File: src/rtl/galvo_pkg.sv
// rtl/galvo_pkg.sv - shared FSM state type and default command prefix for galvo_dac_streamer
package galvo_pkg;

  typedef enum logic [2:0] {
    ST_IDLE,
    ST_LOAD,
    ST_SHIFT,
    ST_DONE,
    ST_LDAC
  } state_e;

  localparam logic [3:0] CMD_WORD_DEFAULT = 4'b0011;

endpackage

File: src/rtl/galvo_dac_streamer_fifo.sv
// rtl/galvo_dac_streamer_fifo.sv - point_fifo: synchronous first-word-fall-through FIFO with occupancy count
module point_fifo
  import galvo_pkg::*;
#(
  parameter int WIDTH = 25,
  parameter int DEPTH = 16
) (
  input  logic                     clock,
  input  logic                     reset,
  input  logic                     push,
  input  logic [WIDTH-1:0]         wdata,
  input  logic                     pop,
  output logic [WIDTH-1:0]         rdata,
  output logic [$clog2(DEPTH):0]   count,
  output logic                     full,
  output logic                     empty
);

  localparam int AW = $clog2(DEPTH);
  localparam logic [AW:0] FULL_CNT = (AW + 1)'(DEPTH);

  logic [WIDTH-1:0] mem_q [DEPTH];
  logic [AW-1:0]    wr_ptr_q, wr_ptr_d;
  logic [AW-1:0]    rd_ptr_q, rd_ptr_d;
  logic [AW:0]      count_q, count_d;
  logic             do_push, do_pop;

  // A full FIFO still accepts a push when the head leaves in the same cycle.
  always_comb begin
    do_pop   = pop && (count_q != '0);
    do_push  = push && ((count_q != FULL_CNT) || do_pop);
    wr_ptr_d = do_push ? wr_ptr_q + 1'b1 : wr_ptr_q;
    rd_ptr_d = do_pop ? rd_ptr_q + 1'b1 : rd_ptr_q;
    case ({do_push, do_pop})
      2'b10:   count_d = count_q + 1'b1;
      2'b01:   count_d = count_q - 1'b1;
      default: count_d = count_q;
    endcase
  end

  // Pointer and occupancy registers.
  always_ff @(posedge clock) begin
    if (reset) begin
      wr_ptr_q <= '0;
      rd_ptr_q <= '0;
      count_q  <= '0;
    end else begin
      wr_ptr_q <= wr_ptr_d;
      rd_ptr_q <= rd_ptr_d;
      count_q  <= count_d;
    end
  end

  // Storage array; contents need no reset because the count gates every read.
  always_ff @(posedge clock) begin
    if (do_push) mem_q[wr_ptr_q] <= wdata;
  end

  assign rdata = mem_q[rd_ptr_q];
  assign count = count_q;
  assign full  = (count_q == FULL_CNT);
  assign empty = (count_q == '0);

endmodule

File: src/rtl/galvo_dac_streamer.sv
// rtl/galvo_dac_streamer.sv - point FIFO plus serial galvo DAC framer with LDAC strobe; optional LASER_DELAY_EN delays laser_out
module galvo_dac_streamer
  import galvo_pkg::*;
#(
  parameter int                  NUM_CH       = 2,
  parameter int                  DAC_BITS     = 12,
  parameter int                  CMD_BITS     = 4,
  parameter logic [CMD_BITS-1:0] CMD_WORD     = CMD_BITS'(CMD_WORD_DEFAULT),
  parameter int                  FIFO_DEPTH   = 16,
  parameter int                  CLK_DIV      = 4,
  parameter int                  POINT_PERIOD = 1000
`ifdef LASER_DELAY_EN
  ,
  parameter int                  LASER_DELAY  = 8
`endif
) (
  input  logic                             clock,
  input  logic                             reset,
  input  logic                             enable,
  input  logic                             pt_valid,
  output logic                             pt_ready,
  input  logic [NUM_CH*DAC_BITS-1:0]       pt_data,
  input  logic                             pt_laser,
  output logic                             dac_sclk,
  output logic                             dac_cs_n,
  output logic [NUM_CH-1:0]                dac_sdi,
  output logic                             dac_ldac_n,
  output logic                             laser_out,
  output logic [$clog2(FIFO_DEPTH):0]      fifo_count,
  output logic                             underflow
);

  localparam int FRAME_BITS = CMD_BITS + DAC_BITS;
  localparam int PW         = NUM_CH * DAC_BITS;
  localparam int CW         = $clog2(FIFO_DEPTH) + 1;
  localparam int TW         = $clog2(POINT_PERIOD);
  localparam int DW         = $clog2(CLK_DIV) + 1;
  localparam int BW         = $clog2(FRAME_BITS) + 1;

  logic [PW:0]   fifo_rdata;
  logic [CW-1:0] fifo_cnt;
  logic          fifo_full, fifo_empty;
  logic          push_acc, pop_acc, tick;

  logic [TW-1:0] timer_q, timer_d;
  state_e        state_q, state_d;
  logic          pending_q, pending_d;
  logic [DW-1:0] div_q, div_d;
  logic [BW-1:0] bit_q, bit_d;
  logic [NUM_CH-1:0][FRAME_BITS-1:0] sr_q, sr_d;
  logic [FRAME_BITS-1:0] frame_w;
  logic [NUM_CH-1:0] sdi_q, sdi_d;
  logic          sclk_q, sclk_d;
  logic          cs_n_q, cs_n_d;
  logic          ldac_n_q, ldac_n_d;
  logic          laser_lat_q, laser_lat_d;
  logic          laser_q, laser_d;
  logic          underflow_q, underflow_d;
  logic          pt_ready_q, pt_ready_d;
`ifdef LASER_DELAY_EN
  logic [LASER_DELAY-1:0] ldly_vld_q, ldly_vld_d;
  logic [LASER_DELAY-1:0] ldly_val_q, ldly_val_d;
`endif

  assign push_acc = pt_valid && pt_ready_q;
  assign pop_acc  = (state_q == ST_LOAD);

  point_fifo #(
    .WIDTH (PW + 1),
    .DEPTH (FIFO_DEPTH)
  ) u_fifo (
    .clock (clock),
    .reset (reset),
    .push  (push_acc),
    .wdata ({pt_laser, pt_data}),
    .pop   (pop_acc),
    .rdata (fifo_rdata),
    .count (fifo_cnt),
    .full  (fifo_full),
    .empty (fifo_empty)
  );

  // Point timer: free-runs 0..POINT_PERIOD-1 while enabled, tick on wrap.
  always_comb begin
    timer_d = timer_q;
    tick    = 1'b0;
    if (!enable) begin
      timer_d = '0;
    end else if (timer_q == TW'(POINT_PERIOD - 1)) begin
      timer_d = '0;
      tick    = 1'b1;
    end else begin
      timer_d = timer_q + 1'b1;
    end
  end

  // Frame sequencer: next state and next values of every registered output.
  always_comb begin
    state_d     = state_q;
    pending_d   = pending_q | (tick && (state_q != ST_IDLE));
    div_d       = div_q;
    bit_d       = bit_q;
    sr_d        = sr_q;
    frame_w     = '0;
    sdi_d       = sdi_q;
    sclk_d      = sclk_q;
    cs_n_d      = cs_n_q;
    ldac_n_d    = ldac_n_q;
    laser_lat_d = laser_lat_q;
    laser_d     = laser_q;
    underflow_d = underflow_q;
    pt_ready_d  = fifo_full ? pop_acc
                            : !(push_acc && !pop_acc && (fifo_cnt == CW'(FIFO_DEPTH - 1)));
`ifdef LASER_DELAY_EN
    ldly_vld_d = ldly_vld_q << 1;
    ldly_val_d = ldly_val_q << 1;
    if (ldly_vld_q[LASER_DELAY-1]) laser_d = ldly_val_q[LASER_DELAY-1];
`endif

    case (state_q)
      ST_IDLE: begin
        if (tick || pending_q) begin
          pending_d = 1'b0;
          if (!fifo_empty) begin
            state_d = ST_LOAD;
          end else begin
            // No point available: hold DAC values, blank the beam at once.
            underflow_d = 1'b1;
            laser_d     = 1'b0;
`ifdef LASER_DELAY_EN
            ldly_vld_d  = '0;
`endif
          end
        end
      end
      ST_LOAD: begin
        for (int c = 0; c < NUM_CH; c++) begin
          frame_w  = {CMD_WORD, fifo_rdata[c*DAC_BITS +: DAC_BITS]};
          sdi_d[c] = frame_w[FRAME_BITS-1];
          sr_d[c]  = frame_w << 1;
        end
        laser_lat_d = fifo_rdata[PW];
        cs_n_d      = 1'b0;
        sclk_d      = 1'b0;
        div_d       = '0;
        bit_d       = '0;
        state_d     = ST_SHIFT;
      end
      ST_SHIFT: begin
        if (div_q == DW'(CLK_DIV - 1)) begin
          div_d  = '0;
          sclk_d = !sclk_q;
          // Data moves only on the falling edge, together with sclk going low.
          if (sclk_q) begin
            if (bit_q == BW'(FRAME_BITS - 1)) begin
              cs_n_d  = 1'b1;
              sdi_d   = '0;
              state_d = ST_DONE;
            end else begin
              bit_d = bit_q + 1'b1;
              for (int c = 0; c < NUM_CH; c++) begin
                sdi_d[c] = sr_q[c][FRAME_BITS-1];
                sr_d[c]  = sr_q[c] << 1;
              end
            end
          end
        end else begin
          div_d = div_q + 1'b1;
        end
      end
      ST_DONE: begin
        if (div_q == DW'(CLK_DIV - 1)) begin
          div_d    = '0;
          ldac_n_d = 1'b0;
          state_d  = ST_LDAC;
`ifdef LASER_DELAY_EN
          ldly_vld_d[0] = 1'b1;
          ldly_val_d[0] = laser_lat_q;
`else
          laser_d = laser_lat_q;
`endif
        end else begin
          div_d = div_q + 1'b1;
        end
      end
      ST_LDAC: begin
        if (div_q == DW'(CLK_DIV - 1)) begin
          div_d    = '0;
          ldac_n_d = 1'b1;
          state_d  = ST_IDLE;
        end else begin
          div_d = div_q + 1'b1;
        end
      end
      default: state_d = ST_IDLE;
    endcase
  end

  // All state and registered outputs; reset aborts any frame in flight.
  always_ff @(posedge clock) begin
    if (reset) begin
      timer_q     <= '0;
      state_q     <= ST_IDLE;
      pending_q   <= 1'b0;
      div_q       <= '0;
      bit_q       <= '0;
      sr_q        <= '0;
      sdi_q       <= '0;
      sclk_q      <= 1'b0;
      cs_n_q      <= 1'b1;
      ldac_n_q    <= 1'b1;
      laser_lat_q <= 1'b0;
      laser_q     <= 1'b0;
      underflow_q <= 1'b0;
      pt_ready_q  <= 1'b1;
`ifdef LASER_DELAY_EN
      ldly_vld_q  <= '0;
      ldly_val_q  <= '0;
`endif
    end else begin
      timer_q     <= timer_d;
      state_q     <= state_d;
      pending_q   <= pending_d;
      div_q       <= div_d;
      bit_q       <= bit_d;
      sr_q        <= sr_d;
      sdi_q       <= sdi_d;
      sclk_q      <= sclk_d;
      cs_n_q      <= cs_n_d;
      ldac_n_q    <= ldac_n_d;
      laser_lat_q <= laser_lat_d;
      laser_q     <= laser_d;
      underflow_q <= underflow_d;
      pt_ready_q  <= pt_ready_d;
`ifdef LASER_DELAY_EN
      ldly_vld_q  <= ldly_vld_d;
      ldly_val_q  <= ldly_val_d;
`endif
    end
  end

  assign pt_ready   = pt_ready_q;
  assign dac_sclk   = sclk_q;
  assign dac_cs_n   = cs_n_q;
  assign dac_sdi    = sdi_q;
  assign dac_ldac_n = ldac_n_q;
  assign laser_out  = laser_q;
  assign fifo_count = fifo_cnt;
  assign underflow  = underflow_q;

endmodule
File: config.mk
export PLATFORM = sky130hd
export DESIGN_NAME = galvo_dac_streamer
export DESIGN_NICKNAME = d
export VERILOG_FILES = /design/src/rtl/galvo_pkg.sv /design/src/rtl/galvo_dac_streamer_fifo.sv /design/src/rtl/galvo_dac_streamer.sv
export SDC_FILE = /design/constraint.sdc
export NUM_CORES = 1
export LEC_CHECK = 0
export ABC_AREA = 1
export ABC_CLOCK_PERIOD_IN_PS = 3050
export BUFFER_PORTS_ARGS = -buffer_cell sky130_fd_sc_hd__buf_4
export CORE_UTILIZATION = 30
export CTS_CLUSTER_DIAMETER = 150
export DETAILED_ROUTE_END_ITERATION = 12
export GPL_ROUTABILITY_DRIVEN = 0
export PLACE_DENSITY = 0.43
export RECOVER_POWER = 50
export SLEW_MARGIN = 20
export SYNTH_ARGS = -nofsm -noshare
export SYNTH_HDL_FRONTEND = slang
export SYNTH_SLANG_ARGS = --single-unit
export TNS_END_PERCENT = 10
File: constraint.sdc
create_clock -name clock -period 3.05 [get_ports clock]
set_input_delay 0.4575 -clock clock [delete_from_list [all_inputs] [get_ports clock]]
set_output_delay 0.4575 -clock clock [all_outputs]
set_load 0.02 [all_outputs]
==> results.ini <==
[min_path]
hp-class=in -> reg
worstHoldStart=reset
hold_depth=2
hold-path-endpoint=sr_q[15]

[pwr]
p_clk_share_pct=38.6
p_int_uw=12120
switching_share_pct=28.78
power.switching_uw=4896
ir_worst_vdd_uv=476.5
power_uw=17010
p_leak_uw=0.009550
powerDensity_nw_per_um2=720.3
seq_power_share_pct=44.3
p_comb_share_pct=17.2

[floorplan]
start_util_pct=30.37
die_area_sq_um=69150
die_h_um=263.0
dieWidth_um=263.0
row_count=95
core_sq_um=67280
num_io_pins=42

[synthesis]
yosysMostFrequentCell=nand2_1
yosysSeqAreaShare_pct=66.43
synth_common_cells=576 x nand2_1, 400 x edfxtp_1, 322 x nand3_1, 315 x inv_1, 78 x dfxtp_1
synthArstFlopShare_pct=0
syn_area_sq_um=20430
synth_ff_type=edfxtp_1
synth_edf_count=400
synth_area_leader_cell=edfxtp_1
netlist_instances=2049
ys_warn_count=0
ys_ff_latch=478
synth_area_leaders=edfxtp_1 59%, nand2_1 11%, nand3_1 7.9%
synth_top_cell_area_share_pct=58.79
synth_cell_types=37
syn_area_per_cell_sq_um=9.971
synth_fp_nets=2091

[global_routing]
grt_overflow_total=0
grt_pass1_vias=13571
grt_first_pass_wirelength_mm=83.85
antenna_found_initial=4
grt_max_degree=115
track_usage_pct=16.03

[routing]
vias=13799
post_drt_wl_per_cell_um=18.24
drtIter0Drc=1052
ant_nets=0
totalWireLength_mm=54.93
drt_first_pass_iters=5
drc=0
via_per_inst=4.583

[critical_path]
worstRegToRegCells=16
r2r_start=state_q[1]
path_common_cell=nand2_1
r2r_end=u_fifo.count[4]
slowest_delay_ns=0.35
startpoint_type=flop
cp.arrival_ns=3.09
critical_path_buf_inv_count=4
regToRegSetupSlack_ns=0.49
required_ns=3.58
cp_max_fo=7
path_class=reg -> reg
critPathSlowestCell=dfxtp_1
critical_path.cell_chain=inv_1 -> nand3_1 -> inv_1 -> nand2_1 -> inv_1 -> ha_1 -> xor2_1 -> ha_1 -> inv_1 -> nand2_1 -> nand3_1 -> nand2_1 -> nand2_1 -> nand2_1 -> nand2_1 -> a21oi_1
crit_family=simple AND/OR/NAND/NOR gates
cp_num_cells=16
crit_path_end_kind=flop

[cts]
cts-root-buf=clkbuf_16
clk_pin_slew_ns=0.05
postCtsSetupBuffers=0
cts_made_buffers=55
cts_sinks=478
clk_latency_ns=0.60
ctsHoldBuffers=0
cts_buffer_depth=3
htreeDepth=2
cts_tree=done
cts_resized=0

[timing]
worst_slew_pin_slew_ns=0.9590
setup_violations=0
finClkSkew_ns=0.01958
min_period_over_period_pct=83.84
finalHoldViolations=0
slew-limit-headroom_pct=36.06
fmax_mhz=391.1
tns_ns=0
rsz0062_at_grt=no
fin_crit_ns=2.557
final_max_slew_viol_count=0

[cells_and_area]
layout-drive-gt1-share_pct=7.113
filler_cell_count=6809
layout.cells.non_filler=3011
area_growth_syn_to_layout_pct=15.60
nNetsFinal=2135
fin_util_pct=35.11

[run_status]
status=completed

[placed_design]
io_buffers=41
dp_cells=2909
dpl.hpwl_mm=30.77

[run]
maxCapViolations=0

-- metal layers --
layer  global-route usage [%]  routed length [um]
met5                        0                  41
met4                    5.184                1267
met3                    2.380                1858
met2                    26.33               25960
met1                    21.68               25800
-- metrics by stage --
step / area, sq um / setup slack [ns] / hold slack (ns)
final: 23620 / 0.4928 / 0.2354
after global routing: 23620 / 0.2185 / 0.2219
after CTS: 23770 / 0.5485 / 0.1156
after detailed placement: 21980 / 0.5762 / 0.4446
after global placement: 21980 / 0.5921 / 0.4316
after floorplan: 20430 / 0.4202 / 0.4176
-- power groups by stage --
stage | clock (uW) | sequential (uW) | combinational [uW]
3_3_place_gp | 0 | 7660 | 3020
2_1_floorplan | 0 | 7640 | 1940
6_report | 6560 | 7530 | 2920
3_5_place_dp | 0 | 7660 | 3020
4_1_cts | 6760 | 7530 | 3030
5_1_grt | 7010 | 7560 | 3290
-- kinds of logic (layout without fill, tap and decap cells) --
group	after synthesis	count (layout)	share of synthesized area [%]
other cells	0	1	0
buf+inv	416	504	8.188
simple gates	998	998	20.75
fa+ha+maj	13	13	0.7961
xor+xnor	7	7	0.3001
flops	478	478	66.43
compound gates	137	137	3.534
-- cells in the final DEF, fill, tap and decap left out, types with 2 or more instances in the layout --
master	n
nand2_1	576
bufinv_16	6
o21ai_0	44
a21oi_1	73
nand3_1	323
dfxtp_2	2
inv_6	3
nand2_4	2
nand4_1	6
o211ai_1	2
ha_1	13
clkinvlp_4	3
dfxtp_4	2
clkbuf_8	2
clkbuf_1	57
clkinv_2	7
nor2_1	61
nor2_4	18
clkinv_1	7
o22ai_1	2
clkbuf_16	56
inv_1	314
o21bai_1	3
buf_4	32
o21a_1	2
xor2_1	7
inv_2	2
nor3_1	8
edfxtp_1	400
buf_12	13
dfxtp_1	74
a22oi_1	3
o21ai_1	5
-- layout make-up --
type | instances | area, sq um | share of cell area, %
sequential | 478 | 13580 | 57.51
multi-input combinational | 1155 | 5295 | 22.42
clock buffer | 76 | 1496 | 6.336
inverter | 319 | 1204 | 5.096
tap | 873 | 1092 | 4.625
timing repair buffer | 84 | 646.9 | 2.739
clock inverter | 25 | 297.8 | 1.261
antenna | 1 | 2.502 | 0.01060
-- registers in the layout, indices dropped and copies added, names as in the netlist, 2 cells and up, named ones only --
name	cells
u_fifo.mem_q	400
u_fifo.rd_ptr_q	4
dac_sdi	2
bit_q	5
timer_q	10
u_fifo.count	5
div_q	3
u_fifo.wr_ptr_q	4
sr_q	30
state_q	3
-- worst max-delay path by stage --
stage | start | to
floorplan | u_fifo.count[0] | u_fifo.mem_q[11][0]
global placement | u_fifo.count[2] | u_fifo.mem_q[15][23]
detailed placement | u_fifo.count[2] | u_fifo.mem_q[8][11]
CTS | u_fifo.count[2] | u_fifo.mem_q[15][2]
global route | state_q[1] | u_fifo.count[4]
finish | state_q[1] | u_fifo.count[4]
No activity file was read; power rests on OpenSTA's default activity.
